File: src/rtl/cpu_result_monitor.sv
// Watches the CPU's terminal/answer pair, debounces terminal, latches the final answer,
// counts run cycles and reports pass/fail/timeout for LEDs and the simulation bench.
module cpu_result_monitor #(
  parameter logic [7:0]  EXPECTED    = 8'h00,
  parameter int unsigned TERM_STABLE = 4,
  parameter int unsigned TIMEOUT     = 1_000_000,
  parameter int unsigned CNT_W       = 32
) (
  input  logic             clk_i,
  input  logic             rstn_i,
  input  logic             terminal_i,
  input  logic [7:0]       answer_i,
  output logic             done_o,
  output logic             pass_o,
  output logic             fail_o,
  output logic             timeout_o,
  output logic [7:0]       result_o,
  output logic [CNT_W-1:0] cycle_count_o
);

  // stab never holds more than TERM_STABLE-1: the edge that would reach TERM_STABLE accepts.
  localparam int unsigned      StabW    = (TERM_STABLE > 1) ? $clog2(TERM_STABLE) : 1;
  localparam logic [StabW-1:0] StabOne  = StabW'(1);
  localparam logic [StabW-1:0] StabLast = StabW'(TERM_STABLE - 1);
  localparam logic [CNT_W-1:0] CntLast  = CNT_W'(TIMEOUT - 1);
  localparam bit               Instant  = (TERM_STABLE == 1);

  typedef enum logic [1:0] {StRun, StConfirm, StDone, StTimeout} state_e;

  state_e           state_q;
  logic [StabW-1:0] stab_q;
  logic [7:0]       held_q;
  logic [7:0]       result_q;
  logic [CNT_W-1:0] cnt_q;
  logic             done_q, pass_q, fail_q, timeout_q;

  logic running, accept, expire;

  always_comb begin
    running = (state_q == StRun) || (state_q == StConfirm);
    accept  = 1'b0;
    if (terminal_i) begin
      if (state_q == StRun) begin
        accept = Instant;
      end else if (state_q == StConfirm) begin
        accept = (answer_i == held_q) && (stab_q == StabLast);
      end
    end
    // Acceptance on the final counted edge beats the timeout.
    expire = running && (cnt_q == CntLast) && !accept;
  end

  always_ff @(posedge clk_i or negedge rstn_i) begin
    if (!rstn_i) begin
      state_q   <= StRun;
      stab_q    <= '0;
      held_q    <= '0;
      result_q  <= '0;
      cnt_q     <= '0;
      done_q    <= 1'b0;
      pass_q    <= 1'b0;
      fail_q    <= 1'b0;
      timeout_q <= 1'b0;
    end else begin
      unique case (state_q)
        StRun: begin
          if (terminal_i) begin
            held_q  <= answer_i;
            stab_q  <= StabOne;
            state_q <= StConfirm;
          end
        end
        StConfirm: begin
          if (!terminal_i) begin
            stab_q  <= '0;
            state_q <= StRun;
          end else if (answer_i != held_q) begin
            held_q <= answer_i;
            stab_q <= StabOne;
          end else if (!accept) begin
            stab_q <= stab_q + StabOne;
          end
        end
        StDone, StTimeout: ;
      endcase

      if (running) begin
        cnt_q <= cnt_q + 1'b1;
      end

      // These override the state chosen above on the deciding edge.
      if (accept) begin
        state_q  <= StDone;
        result_q <= answer_i;
        done_q   <= 1'b1;
        pass_q   <= (answer_i == EXPECTED);
        fail_q   <= (answer_i != EXPECTED);
      end else if (expire) begin
        state_q   <= StTimeout;
        timeout_q <= 1'b1;
        fail_q    <= 1'b1;
      end
    end
  end

  assign done_o        = done_q;
  assign pass_o        = pass_q;
  assign fail_o        = fail_q;
  assign timeout_o     = timeout_q;
  assign result_o      = result_q;
  assign cycle_count_o = cnt_q;

endmodule

File: config.mk
export PLATFORM = sky130hd
export DESIGN_NAME = cpu_result_monitor
export DESIGN_NICKNAME = d
export VERILOG_FILES = /design/src/rtl/cpu_result_monitor.sv
export SDC_FILE = /design/constraint.sdc
export NUM_CORES = 1
export LEC_CHECK = 0
export BUFFER_PORTS_ARGS = -buffer_cell sky130_fd_sc_hd__buf_2
export CORE_ASPECT_RATIO = 2
export CORE_UTILIZATION = 50
export CTS_CLUSTER_DIAMETER = 120
export CTS_CLUSTER_SIZE = 40
export DETAILED_ROUTE_END_ITERATION = 10
export PLACE_DENSITY_LB_ADDON = 0.2
export SLEW_MARGIN = 15
export SYNTH_ARGS = -nofsm -noshare
export SYNTH_HDL_FRONTEND = slang
export SYNTH_SLANG_ARGS = --single-unit
File: constraint.sdc
create_clock -name clk_i -period 2.6 [get_ports clk_i]
set_input_delay 0.13 -clock clk_i [delete_from_list [all_inputs] [get_ports clk_i]]
set_output_delay 0.13 -clock clk_i [all_outputs]
set_load 0.02 [all_outputs]
# Word-level counts from Yosys, hierarchy flattened
# Index checks and enable logic that the tools add are counted.
[word_totals] regBits=56 inputBits=11 wordCells=56
[classes] n_addsub=2 n_eq_ne=11 muxes=18 n_bitwise=1 reduce_logical=15
[ops] op="$add A32 B1 Y32 const B" n=1
[ops] op="$eq A32 B20 Y1 const B" n=1
[ops] op="$mux W8" n=3
[ops] op="$pmux W8 S2" n=1
[ops] op="$mux W2" n=7
[ops] op="$eq A8 B8 Y1" n=1
[ops] op="$logic_not A8 Y1" n=1
[ops] op="$ne A4 B4 Y1 const B" n=2
[ops] op="$ne A8 B8 Y1" n=1
[ops] op="$pmux W2 S2" n=2
[ops] op="$reduce_bool A8 Y1" n=1
[ops] op="$reduce_and A3 Y1" n=2
[ops] op="$mux W1" n=5
[ops] op="$ne A2 B2 Y1 const B" n=2
[ops] op="$ne A4 B3 Y1 const B" n=1
[ops] op="$reduce_and A4 Y1" n=1
[ops] op="$reduce_bool A2 Y1" n=2
[ops] op="$reduce_bool A4 Y1" n=1
[ops] op="$logic_and A1 B1 Y1" n=3
[ops] op="$add A2 B1 Y2 const B" n=1
[ops] op="$eq A2 B1 Y1 const B" n=1
[ops] op="$eq A2 B2 Y1 const B" n=1
[ops] op="$logic_not A2 Y1" n=1
[ops] op="$ne A2 B1 Y1 const B" n=1
[ops] op="other kinds (4)" n=4

# Logic depth before layout (Yosys ltp)
[logic_depth] depth_word=9 depth_mapped=7 ltp_nobuf=5

# Worst setup path before layout
# Ideal clock, no wire load.
[synth_timing] path_kind="reg-to-reg" from="register held_q[5]" to="register result_q[1] (netlist: result_o[1])" setup_time_ns=0.125 arrival_time_ns=1.760 required_time_ns=2.475 path_slack_ns=0.715 stages_incl_launch_ff=8 synth_period_minus_slack_ns=1.885 path_cell_list="dfrtp_1 xnor2_1 nand3_1 nor4_2 and3_1 buf_2 buf_4 mux2_2"
[synth_via] elab_chain_len=5
[synth_rtl] element="start, declared" line_no="32" source="logic [7:0] held_q;"
[synth_rtl] element="start signal, assigned" line_no="68" source="held_q <= answer_i;"
[synth_rtl] element="start signal, assigned" line_no="78" source="held_q <= answer_i;"
[synth_rtl] element="$eq A8 B8 Y1" line_no="46" source="accept = (answer_i == held_q) && (stab_q == StabLast);"
[synth_rtl] element="$logic_and A1 B1 Y1" line_no="46"
[synth_rtl] element="$mux W1" line_no="45" source="end else if (state_q == StConfirm) begin"
[synth_rtl] element="$mux W1" line_no="43" source="if (state_q == StRun) begin"
[synth_rtl] element="$mux W1" line_no="42" source="if (terminal_i) begin"
[synth_rtl] element="end signal, assigned" line_no="94" source="result_q <= answer_i;"
[synth_rtl] element="end, declared" line_no="33" source="logic [7:0] result_q;"
# Every way passes these cells.
# A chain may end at the register's enable or synchronous reset.

# Worst setup path after layout
[layout_timing] from="register held_q[6]" to="register result_q[7] (netlist: result_o[7])"
# The elaborated chain is that of the path after synthesis.

==> impl_metrics.toml <==
[worst_setup_path]
rrSetupSlack_ns = 0.43
critical_path_class = "reg -> reg"
startpoint = "held_q[6]"
arrival_ns = 2.37
cp.required_ns = 2.80
endpoint_kind = "flip-flop"
path_delay_family = "simple AND/OR/NAND/NOR gates"
r2r_start = "held_q[6]"
worstPathMaxFanout = 14
worst-path-buf-inv = 0
cpPeakStageDelay_ns = 0.57
cp-start-kind = "flip-flop"
crit_slowest_cell = "and3_1"
worstPathCellList = "xnor2_1 > nand3_1 > nor4_2 > and3_1 > mux2_2"
cp.depth = 5
regToRegEndpoint = "result_o[7]"
reg2reg_depth = 5

[place]
placed_cells = 322
port_buffers = 54
placed_area_sq_um = 2870
gp_congestion = 0.834
dpl.hpwl_um = 4060
place_ws_ns = 0.417

[sta]
setup_viol = 0
skew_ns = 0.00843
rsz0062_at_grt = "false"
fin_setup_tns_ns = 0
finalHoldViolations = 0
fmax_mhz = 460
hold-worst-slack_ns = 0.111
slew_violations = 0
slew_headroom = 0.564
setup_ws_ns = 0.426
tightest_slew_ns = 0.649
finalCriticalPeriod_ns = 2.17
min_period_over_period = 0.836

[floorplan]
coreArea_sq_um = 4860
io_pins = 55
start_util = 0.520
die_h_um = 103
dieArea_sq_um = 5360
fp.dieW_um = 52.3
num_rows = 36

[power_and_ir_drop]
swShare = 0.258
seqPwrFrac = 0.591
p_leak_nw = 1.44
ir_worst_vdd_mv = 0.371
p_comb_frac = 0.111
power.density_nw_per_um2 = 548
p_clk_frac = 0.298
internal_power_mw = 1.21
switching_power_mw = 0.419
power_mw = 1.63

[finish]
drive_above_1_share = 0.314
syn_to_final_growth_pct = 17.6
n_antenna_cell = 0
finish.instance_area_sq_um = 2970
nets = 286
fin_util = 0.611
final_cell_mix = "dfrtp_1, buf_2, xnor2_1, mux2_2, nand3_1"
fin_cells = 331
layout_commonest_cell = "dfrtp_1"

[clocking]
cts-htree-levels = 2
cts_tree = "yes"
clockRootBuffer = "clkbuf_8"
cts_buffers = 5
cts.sinks = 56
clock_path_buffers = 2
cts_resized = 0
insertion_delay_ns = 0.30
path_clk_slew_ns = 0.10

[logic_synthesis]
yosys.area_share.simple = 0.197
synth_warnings = 0
netlist_area_sq_um = 2530
synth_adder_area_share = 0.00990
synth_xor_xnor_area_share = 0.125
syn_nets = 225
synth_area_leader_cell = "dfrtp_1"
synth_area_leaders = "dfrtp_1, xnor2_1, mux2_2, nand3_1, nand2_1"
ys_ff_latch = 56
ys_seq_area_frac = 0.554
syn_area_per_cell_sq_um = 11.9
netlist.area_leader.share = 0.554
synth_compound_area_frac = 0.0198
synthCells = 212
ys_types = 36
synth_top_family_by_area = "simple AND/OR/NAND/NOR gates"
synthMuxAreaShare = 0.0802

[detailed_routing]
drt_iter0_drc = 34
drt-vias-per-instance = 5.58
routed_wl_um = 5320
vias = 1846
firstDrtPassIters = 4
wl_per_cell_um = 16.1
drc = 0
ant_nets = 0

[worst_hold_path]
min-delay-start = "answer_i[2]"
hold_path_end = "result_o[2]"
hold_depth = 2
hp-class = "in -> reg"

[grt]
grt_pass1_wl_um = 8780
grt_max_degree = 27
grt_usage = 0.223
grt_overflow = 0
antenna_found_initial = 0
grt_pass1_vias = 1889

[outcome]
status = "finished, final reports clean"

[flow_run]
drv_cap = 0
-- layout make-up --
class / instances / area [sq um]
fillers: 440 / 1890
flip-flops and latches: 56 / 1400
multi-input cells: 148 / 1090
repair buffers: 58 / 303
clock buffers: 8 / 90.1
well taps: 57 / 71.3
inverters: 4 / 15.0
-- registers in the layout (all words and copies together), names as in the netlist --
signal / count
result_o: 8
timeout_o: 1
state_q: 2
stab_q: 2
fail_o: 1
held_q: 8
done_o: 1
pass_o: 1
cycle_count_o: 32
-- metal layers --
metal | global-route usage | vias to the layer above | routed length, um
li1 | - | 866 | -
met1 | 0.230 | 914 | 1910
met2 | 0.428 | 56 | 3100
met3 | 0.0383 | 10 | 190
met4 | 0.0870 | 0 | 119
met5 | 0 | - | 0
-- power groups by stage --
stage / logic, mW / clock network, mW / registers [mW]
4_1_cts: 0.184 / 0.497 / 0.962
3_5_place_dp: 0.183 / 0 / 0.980
2_1_floorplan: 0.0722 / 0 / 1.00
3_3_place_gp: 0.179 / 0 / 0.977
6_report: 0.181 / 0.485 / 0.962
5_1_grt: 0.199 / 0.531 / 0.969
-- worst max path at each step --
| stage | end | slack, ns |
|---|---|---|
| CTS | result_o[7] | 0.40 |
| finish | result_o[7] | 0.43 |
| floorplan | result_o[1] | 0.71 |
| global placement | result_o[4] | 0.49 |
| detailed placement | result_o[7] | 0.42 |
| global route | result_o[0] | 0.22 |
-- cell usage after synthesis --
cell,count
a21oi_1,3
a311oi_1,1
and2_1,1
and3_1,4
and4_1,2
and4b_1,1
buf_2,1
buf_4,1
clkbuf_1,2
dfrtp_1,56
ha_1,2
inv_1,4
mux2_2,18
nand2_1,14
nand2b_1,5
nand3_1,15
nand4_1,8
nand4b_1,3
nor2_1,9
nor2b_1,4
nor3_1,3
nor3_2,1
nor3_4,1
nor4_1,4
nor4_2,1
nor4b_1,2
nor4bb_1,1
o21ai_0,2
o21bai_1,1
o221ai_1,1
or2_2,1
or3_1,1
or4_1,2
or4_4,1
xnor2_1,32
xor2_1,4
-- logic make-up after synthesis --
group | Yosys count
AOI/OAI and AO/OA | 8
and+or+nand+nor | 84
DFF | 56
buffers and inverters | 8
adders and majority gates | 2
muxes | 18
xor gates and xnor gates | 36
-- worst reg2reg max path, cell delays in order, from the launching register on --
cell	delay, ns
dfrtp_1	0.40
xnor2_1	0.18
nand3_1	0.11
nor4_2	0.41
and3_1	0.57
mux2_2	0.41
-- repair_timing --
item,in CTS,in global routing
setup endpoints to repair,0,0
setup buffers,0,0
hold buffers,1,0
hold endpoints to repair,12,0
No activity file was read; power rests on OpenSTA's default activity.
